--- config.mk ---
export PLATFORM = sky130hd
export DESIGN_NAME = vgroup_sequencer_flat
export DESIGN_NICKNAME = d
export VERILOG_FILES = /design/src/rtl/vgroup_sequencer_pkg.sv /design/src/rtl/vgroup_sequencer_if.sv /design/src/rtl/vgroup_offset_add.sv /design/src/rtl/vgroup_sequencer.sv /design/src/flat_wrapper.sv
export SDC_FILE = /design/constraint.sdc
export NUM_CORES = 1
export LEC_CHECK = 0
export ABC_AREA = 1
export BUFFER_PORTS_ARGS = -buffer_cell sky130_fd_sc_hd__buf_2
export CAP_MARGIN = 20
export CORE_MARGIN = 2
export CORE_UTILIZATION = 52
export CTS_BUF_LIST = sky130_fd_sc_hd__clkbuf_4
export DETAILED_ROUTE_END_ITERATION = 8
export GPL_TIMING_DRIVEN = 0
export PLACE_DENSITY = 0.83
export SLEW_MARGIN = 20
export SYNTH_ARGS = -nofsm -noshare
export SYNTH_HDL_FRONTEND = slang
export SYNTH_SLANG_ARGS = --single-unit
--- constraint.sdc ---
create_clock -name clk -period 1.75 [get_ports clk]
set_input_delay 0.175 -clock clk [delete_from_list [all_inputs] [get_ports clk]]
set_output_delay 0.175 -clock clk [all_outputs]
set_load 0.005 [all_outputs]
--- src/rtl/vgroup_sequencer_pkg.sv ---
// Shared types for the vector register-group sequencer: LMUL encodings, FSM states, LMUL decode.
// Latency: none (types and pure functions only).
// Backpressure: not applicable.
package vec_pkg;

  localparam logic [2:0] LMUL_1 = 3'b000;
  localparam logic [2:0] LMUL_2 = 3'b001;
  localparam logic [2:0] LMUL_4 = 3'b010;
  localparam logic [2:0] LMUL_8 = 3'b011;

  typedef enum logic {
    IDLE  = 1'b0,
    ISSUE = 1'b1
  } vgseq_state_t;

  // Group size for an LMUL encoding; any 1xx code maps to max_lmul.
  function automatic logic [3:0] lmul_decode(input logic [2:0] enc, input logic [3:0] max_lmul);
    case (enc)
      LMUL_1:  lmul_decode = 4'd1;
      LMUL_2:  lmul_decode = 4'd2;
      LMUL_4:  lmul_decode = 4'd4;
      LMUL_8:  lmul_decode = 4'd8;
      default: lmul_decode = max_lmul;
    endcase
  endfunction

endpackage

--- src/rtl/vgroup_sequencer_if.sv ---
// Instruction-in / micro-op-out bus of the group sequencer (out_illegal only with VGSEQ_ALIGN_CHECK_EN).
// Latency: none (wiring only).
// Backpressure: in_ready/out_ready valid-ready handshakes on each side.
interface vgroup_sequencer_if #(
  parameter int REG_AW = 5
);
  logic              in_valid;
  logic              in_ready;
  logic [REG_AW-1:0] in_raA;
  logic [REG_AW-1:0] in_raB;
  logic [REG_AW-1:0] in_rdest;
  logic [2:0]        in_lmul;
  logic              out_valid;
  logic              out_ready;
  logic [REG_AW-1:0] out_raA;
  logic [REG_AW-1:0] out_raB;
  logic [REG_AW-1:0] out_rdest;
  logic [2:0]        out_idx;
  logic              out_last;
`ifdef VGSEQ_ALIGN_CHECK_EN
  logic              out_illegal;
`endif

  // Instruction source plus micro-op sink (e.g. decode front end / bench).
  modport master (
    output in_valid, in_raA, in_raB, in_rdest, in_lmul, out_ready,
    input  in_ready, out_valid, out_raA, out_raB, out_rdest, out_idx, out_last
`ifdef VGSEQ_ALIGN_CHECK_EN
    , out_illegal
`endif
  );

  // The sequencer itself.
  modport slave (
    input  in_valid, in_raA, in_raB, in_rdest, in_lmul, out_ready,
    output in_ready, out_valid, out_raA, out_raB, out_rdest, out_idx, out_last
`ifdef VGSEQ_ALIGN_CHECK_EN
    , out_illegal
`endif
  );

endinterface

--- src/rtl/vgroup_offset_add.sv ---
// Register index plus beat offset, wrapping modulo 2**REG_AW.
// Latency: combinational.
// Backpressure: not applicable.
module vgroup_offset_add #(
  parameter int REG_AW = 5
) (
  input  logic [REG_AW-1:0] base_i,
  input  logic [2:0]        idx_i,
  output logic [REG_AW-1:0] sum_o
);

  assign sum_o = base_i + REG_AW'(idx_i);

endmodule

--- src/rtl/vgroup_sequencer.sv ---
// Expands one vector instruction into LMUL micro-ops with offset register indices; stalls IF1/IF2 meanwhile.
// Latency: instruction accepted at edge N shows beat 0 after edge N; one beat per cycle while out_ready=1.
// Backpressure: out_* held while out_ready=0; in_ready only in IDLE or on an accepted last beat. VGSEQ_ALIGN_CHECK_EN adds out_illegal.
module vgroup_sequencer
  import vec_pkg::*;
#(
  parameter int MAX_LMUL = 8,
  parameter int REG_AW   = 5
) (
  input  logic              clk,
  input  logic              rst,
  input  logic              flush,
  vgroup_sequencer_if.slave bus,
  output logic              fetch_stall
);

  vgseq_state_t      state_q, state_d;
  logic [2:0]        idx_q, idx_d;
  logic [2:0]        last_idx_q, last_idx_d;
  logic [REG_AW-1:0] raa_q, rab_q, rd_q;
  logic              illegal_q, illegal_d;

  logic              issuing, last_beat, in_ready_w, accept, out_fire;
  logic [3:0]        dec_lmul;

  assign issuing    = (state_q == ISSUE);
  assign last_beat  = issuing && (idx_q == last_idx_q);
  // flush blocks acceptance so that nothing is taken on the cycle being flushed.
  assign in_ready_w = !flush && (!issuing || (last_beat && bus.out_ready));
  assign accept     = bus.in_valid && in_ready_w;
  assign out_fire   = issuing && bus.out_ready;
  assign dec_lmul   = lmul_decode(bus.in_lmul, 4'(MAX_LMUL));

  // Decode the incoming instruction: final beat index and (optionally) the illegal flag.
  always_comb begin
    last_idx_d = 3'(dec_lmul - 4'd1);
    illegal_d  = 1'b0;
`ifdef VGSEQ_ALIGN_CHECK_EN
    // Group size is a power of two, so base mod LMUL is a mask of the low bits.
    illegal_d = bus.in_lmul[2]
             || (|(bus.in_raA   & REG_AW'(dec_lmul - 4'd1)))
             || (|(bus.in_raB   & REG_AW'(dec_lmul - 4'd1)))
             || (|(bus.in_rdest & REG_AW'(dec_lmul - 4'd1)));
    if (illegal_d) last_idx_d = 3'd0;
`endif
  end

  // Next state and beat counter; flush wins over both handshakes.
  always_comb begin
    state_d = state_q;
    idx_d   = idx_q;
    if (flush) begin
      state_d = IDLE;
      idx_d   = 3'd0;
    end else if (accept) begin
      state_d = ISSUE;
      idx_d   = 3'd0;
    end else if (out_fire) begin
      if (last_beat) state_d = IDLE;
      else           idx_d   = idx_q + 3'd1;
    end
  end

  // FSM state and beat index registers.
  always_ff @(posedge clk or posedge rst) begin
    if (rst) begin
      state_q <= IDLE;
      idx_q   <= 3'd0;
    end else begin
      state_q <= state_d;
      idx_q   <= idx_d;
    end
  end

  // Instruction fields captured on acceptance and held for the whole group.
  always_ff @(posedge clk or posedge rst) begin
    if (rst) begin
      raa_q      <= '0;
      rab_q      <= '0;
      rd_q       <= '0;
      last_idx_q <= 3'd0;
      illegal_q  <= 1'b0;
    end else if (accept) begin
      raa_q      <= bus.in_raA;
      rab_q      <= bus.in_raB;
      rd_q       <= bus.in_rdest;
      last_idx_q <= last_idx_d;
      illegal_q  <= illegal_d;
    end
  end

  vgroup_offset_add #(.REG_AW(REG_AW)) u_add_raa (.base_i(raa_q), .idx_i(idx_q), .sum_o(bus.out_raA));
  vgroup_offset_add #(.REG_AW(REG_AW)) u_add_rab (.base_i(rab_q), .idx_i(idx_q), .sum_o(bus.out_raB));
  vgroup_offset_add #(.REG_AW(REG_AW)) u_add_rd  (.base_i(rd_q),  .idx_i(idx_q), .sum_o(bus.out_rdest));

  assign bus.in_ready  = in_ready_w;
  assign bus.out_valid = issuing;
  assign bus.out_idx   = idx_q;
  assign bus.out_last  = last_beat;
  assign fetch_stall   = issuing && !(last_beat && bus.out_ready);
`ifdef VGSEQ_ALIGN_CHECK_EN
  assign bus.out_illegal = illegal_q;
`else
  // Without the alignment check the flag register is never observed.
  logic unused_illegal;
  assign unused_illegal = illegal_q;
`endif

endmodule
--- src/flat_wrapper.sv ---
// flat-port wrapper written by rule: the top's interface ports become plain ports
module vgroup_sequencer_flat import vec_pkg::*;
#(
  parameter int MAX_LMUL = 8,
  parameter int REG_AW   = 5
)
  (clk, rst, flush, fetch_stall, bus_in_valid, bus_in_raA, bus_in_raB, bus_in_rdest, bus_in_lmul, bus_out_ready, bus_in_ready, bus_out_valid, bus_out_raA, bus_out_raB, bus_out_rdest, bus_out_idx, bus_out_last);
  vgroup_sequencer_if #(.REG_AW(REG_AW)) bus_i ();
  input  logic clk;
  input  logic rst;
  input  logic flush;
  output logic fetch_stall;
  input wire logic [$bits(bus_i.in_valid)-1:0] bus_in_valid;
  input wire logic [$bits(bus_i.in_raA)-1:0] bus_in_raA;
  input wire logic [$bits(bus_i.in_raB)-1:0] bus_in_raB;
  input wire logic [$bits(bus_i.in_rdest)-1:0] bus_in_rdest;
  input wire logic [$bits(bus_i.in_lmul)-1:0] bus_in_lmul;
  input wire logic [$bits(bus_i.out_ready)-1:0] bus_out_ready;
  output wire logic [$bits(bus_i.in_ready)-1:0] bus_in_ready;
  output wire logic [$bits(bus_i.out_valid)-1:0] bus_out_valid;
  output wire logic [$bits(bus_i.out_raA)-1:0] bus_out_raA;
  output wire logic [$bits(bus_i.out_raB)-1:0] bus_out_raB;
  output wire logic [$bits(bus_i.out_rdest)-1:0] bus_out_rdest;
  output wire logic [$bits(bus_i.out_idx)-1:0] bus_out_idx;
  output wire logic [$bits(bus_i.out_last)-1:0] bus_out_last;
  assign bus_i.in_valid = bus_in_valid;
  assign bus_i.in_raA = bus_in_raA;
  assign bus_i.in_raB = bus_in_raB;
  assign bus_i.in_rdest = bus_in_rdest;
  assign bus_i.in_lmul = bus_in_lmul;
  assign bus_i.out_ready = bus_out_ready;
  assign bus_in_ready = bus_i.in_ready;
  assign bus_out_valid = bus_i.out_valid;
  assign bus_out_raA = bus_i.out_raA;
  assign bus_out_raB = bus_i.out_raB;
  assign bus_out_rdest = bus_i.out_rdest;
  assign bus_out_idx = bus_i.out_idx;
  assign bus_out_last = bus_i.out_last;
  vgroup_sequencer #(.MAX_LMUL(MAX_LMUL), .REG_AW(REG_AW)) u_core (.clk(clk), .rst(rst), .flush(flush), .bus(bus_i), .fetch_stall(fetch_stall));
endmodule
==> impl_metrics.toml <==
[status]
status = "complete, but fails checks"
violations = "setup timing"

[layout]
nets = 294
instances_no_fill = 287
fillers = 174
antenna_cells = 0
area_delta_synth_final_pct = 44.9
drive_gt1_share_pct = 42.6
post-route-util_pct = 79.1

[route]
ant_nets = 0
detail_route.wl_per_cell_um = 15.6
routed_wl_um = 4490
drc_errors = 0
vias = 1573
first_pass_iters = 4
avgViaCountPerCell = 5.48
drtIter0Drc = 81

[worst_hold_path]
min_path_type = "in2async"

[synth]
yosys_warnings = 0
syn_inst = 186
ys_ff_latch = 22
synth_cell_types = 21
synth_nets = 223
seq_area_frac_synth_pct = 36.9
synthesis.area_mm2 = 0.00149
avgSynthCellArea_um2 = 8.03

[sta]
drv_slew = 0
rsz0062_at_grt = "yes"
fin_skew_ns = 0.00505
max-slew-margin-rel_pct = 42.8
fin_crit_ns = 2.07
finalSetupViolCount = 34
fmaxAchievable_mhz = 484
worst_slew_pin_slew_ns = 0.857
period_share_pct = 118
tns_ns = -5.09
hold_viol_final = 0
setup_ws_ns = -0.318

[global_routing]
antenna_found_initial = 0
grt-ovfl-total = 0
grt_max_degree = 23
grt_util_all_layers_pct = 23.1
grt_pass1_wl_um = 5860
grt_pass1_vias = 1308

[setup_path]
critPathCapture = "bus_out_rdest[4]"
critPathLaunch = "u_core.bus.out_idx[1]$_DFFE_PP0P_"
worst_path_max_delay_cell = "dfrtp_2"
max_stage_delay_ns = 0.49
critPathLaunchType = "flip-flop"
crit_path_end_kind = "output pin"
crit_path_max_fanout = 4
r2r-start = "u_core.bus.out_idx[1]$_DFFE_PP0P_"
reg2reg_depth = 12
cp.required_ns = 1.57
crit_chain = "inv_2 -> fa_2 -> nor2_1 -> o21ai_1 -> xnor2_1 -> buf_2"
setup.worst_path.class = "reg2out"
r2r_end = "u_core.rab_q[1]$_DFFE_PP0P_"
rrSetupSlack_ns = -0.14
crit_arrival_ns = 1.89

[floorplan]
dieArea_mm2 = 0.00331
io_pins = 45
die_width_um = 57.6
dieHeight_um = 57.6
initial_core_util_pct = 54.6
core_area_mm2 = 0.00273
num_rows = 19

[power]
p_per_area_mw_per_mm2 = 661
p_total_w = 0.00143
p_leak_nw = 1.17
vdd_drop_max_v = 0.000496

[clock_network]
path_clk_slew_ns = 0.14
cts_tree = "done"
clock-sinks = 22
htreeDepth = 1
cts_buffers = 3
clock_latency_ns = 0.32
cts_buffer_depth = 2
root_buffer = "clkbuf_4"

[placement]
port_buffers = 44
placed_cells_incl_taps = 261
post-dp-hpwl_um = 2360
gp_congestion = 0.788

[flow_run]
cap_violations = 0
==> Yosys cell counts <==
cell type	count	area, um^2
o21ai_0	3	15.0
buf_2	2	10.0
o21bai_1	1	7.51
dfrtp_1	22	551
nand3_4	1	17.5
a21oi_1	4	20.0
buf_12	1	20.0
inv_2	2	7.51
nand2_1	60	225
nand2_2	1	6.26
xor2_1	5	43.8
inv_1	24	90.1
nor2_1	9	33.8
nand4_1	19	119
buf_6	2	22.5
xnor2_1	6	52.6
nand3_1	8	40.0
ha_1	11	138
nor2_2	1	6.26
fa_1	3	60.1
buf_4	1	7.51
==> cells in the final DEF, fill, tap and decap left out <==
master	synthesis	layout
nand4_1	19	19
nand3_1	8	7
xnor2_1	6	5
buf_4	1	10
o21ai_2	0	2
ha_1	11	3
o21bai_2	0	1
ha_4	0	8
nand2_1	60	56
a21oi_1	4	2
nand2_2	1	5
inv_1	24	21
a21oi_4	0	1
a21oi_2	0	1
clkinv_1	0	1
dfrtp_2	0	3
buf_6	2	14
o21ai_1	0	1
nor2_2	1	2
xnor2_2	0	1
inv_2	2	5
fa_2	0	3
nand3_2	0	1
clkbuf_4	0	3
buf_2	2	46
xor2_1	5	5
dfrtp_1	22	19
nand3_4	1	1
buf_12	1	2
nor2_1	9	8
==> how the worst min path moves through the flow <==
stage	cells past startpoint	endpoint	slack, ns
after floorplan	1	u_core.bus.out_idx[0]$_DFFE_PP0P_	0.16
after global placement	2	u_core.raa_q[1]$_DFFE_PP0P_	0.37
after detailed placement	2	u_core.raa_q[1]$_DFFE_PP0P_	0.39
after CTS	2	u_core.raa_q[4]$_DFFE_PP0P_	0.04
after global routing	2	u_core.bus.out_valid$_DFFE_PP0P_	0.02
final	2	u_core.raa_q[2]$_DFFE_PP0P_	0.006
==> power by group <==
group          total, W  switching [W]  internal [W]
registers      0.000664      0.0000812      0.000582
logic          0.000511       0.000258      0.000253
clock network  0.000256       0.000172     0.0000835
==> cells by family after synthesis <==
logic type | share of synthesized area [%]
and+or+nand+nor | 30.0
DFF | 36.9
adders and majority gates | 13.2
xor gates and xnor gates | 6.45
AOI/OAI and AO/OA | 2.85
buffers and inverters | 10.6
==> what timing repair did <==
action	CTS	global route
pin swaps	16	14
gates cloned	0	1
resized for setup	30	19
hold buffers	0	0
endpoints found under the hold margin	0	0
buffers inserted	8	13
setup endpoints to repair	15	29
==> worst max-delay path: cells and delay by family (launching register included) <==
kind	cells	cell delay [ns]
flip-flops	1	0.49
XOR/XNOR	1	0.17
buffers and inverters	2	0.29
AO/OA/AOI/OAI	1	0.08
AND/OR/NAND/NOR	1	0.11
adder cells (fa/ha/maj)	1	0.43
==> per-layer routing <==
metal / part of all wire [%] / track usage [%] / vias up
li1: - / - / 736
met5: 0 / 0 / -
met3: 6.0 / 3.85 / 14
met2: 53 / 39.1 / 84
met4: 3.3 / 7.31 / 0
met1: 38 / 30.3 / 739
==> flip-flops by register name, indices dropped and copies added (netlist names) <==
register and count:
u_core.raa_q 5, u_core.rab_q 5, u_core.bus.out_valid 1, u_core.rd_q 5, u_core.last_idx_q 3, u_core.bus.out_idx 3
==> metrics by stage <==
step,worst slack [ns],instance area [um^2],hold slack [ns]
2_1_floorplan,0.105,1490,0.164
3_3_place_gp,-0.151,1750,0.371
3_5_place_dp,-0.172,1750,0.388
4_1_cts,-0.257,1970,0.0430
5_1_grt,-0.414,2160,0.0208
6_report,-0.318,2160,0.00619
==> layout make-up <==
class	instances	area [um^2]	share of cell area (%)
clock buffer	3	22.5	1.04
multi-input combinational	132	943	43.6
clock inverter	1	3.75	0.174
tap	31	38.8	1.79
inverter	26	97.6	4.51
buffer	6	60.1	2.78
timing repair buffer	66	443	20.5
sequential	22	554	25.6
(Power assumes the default switching activity.)
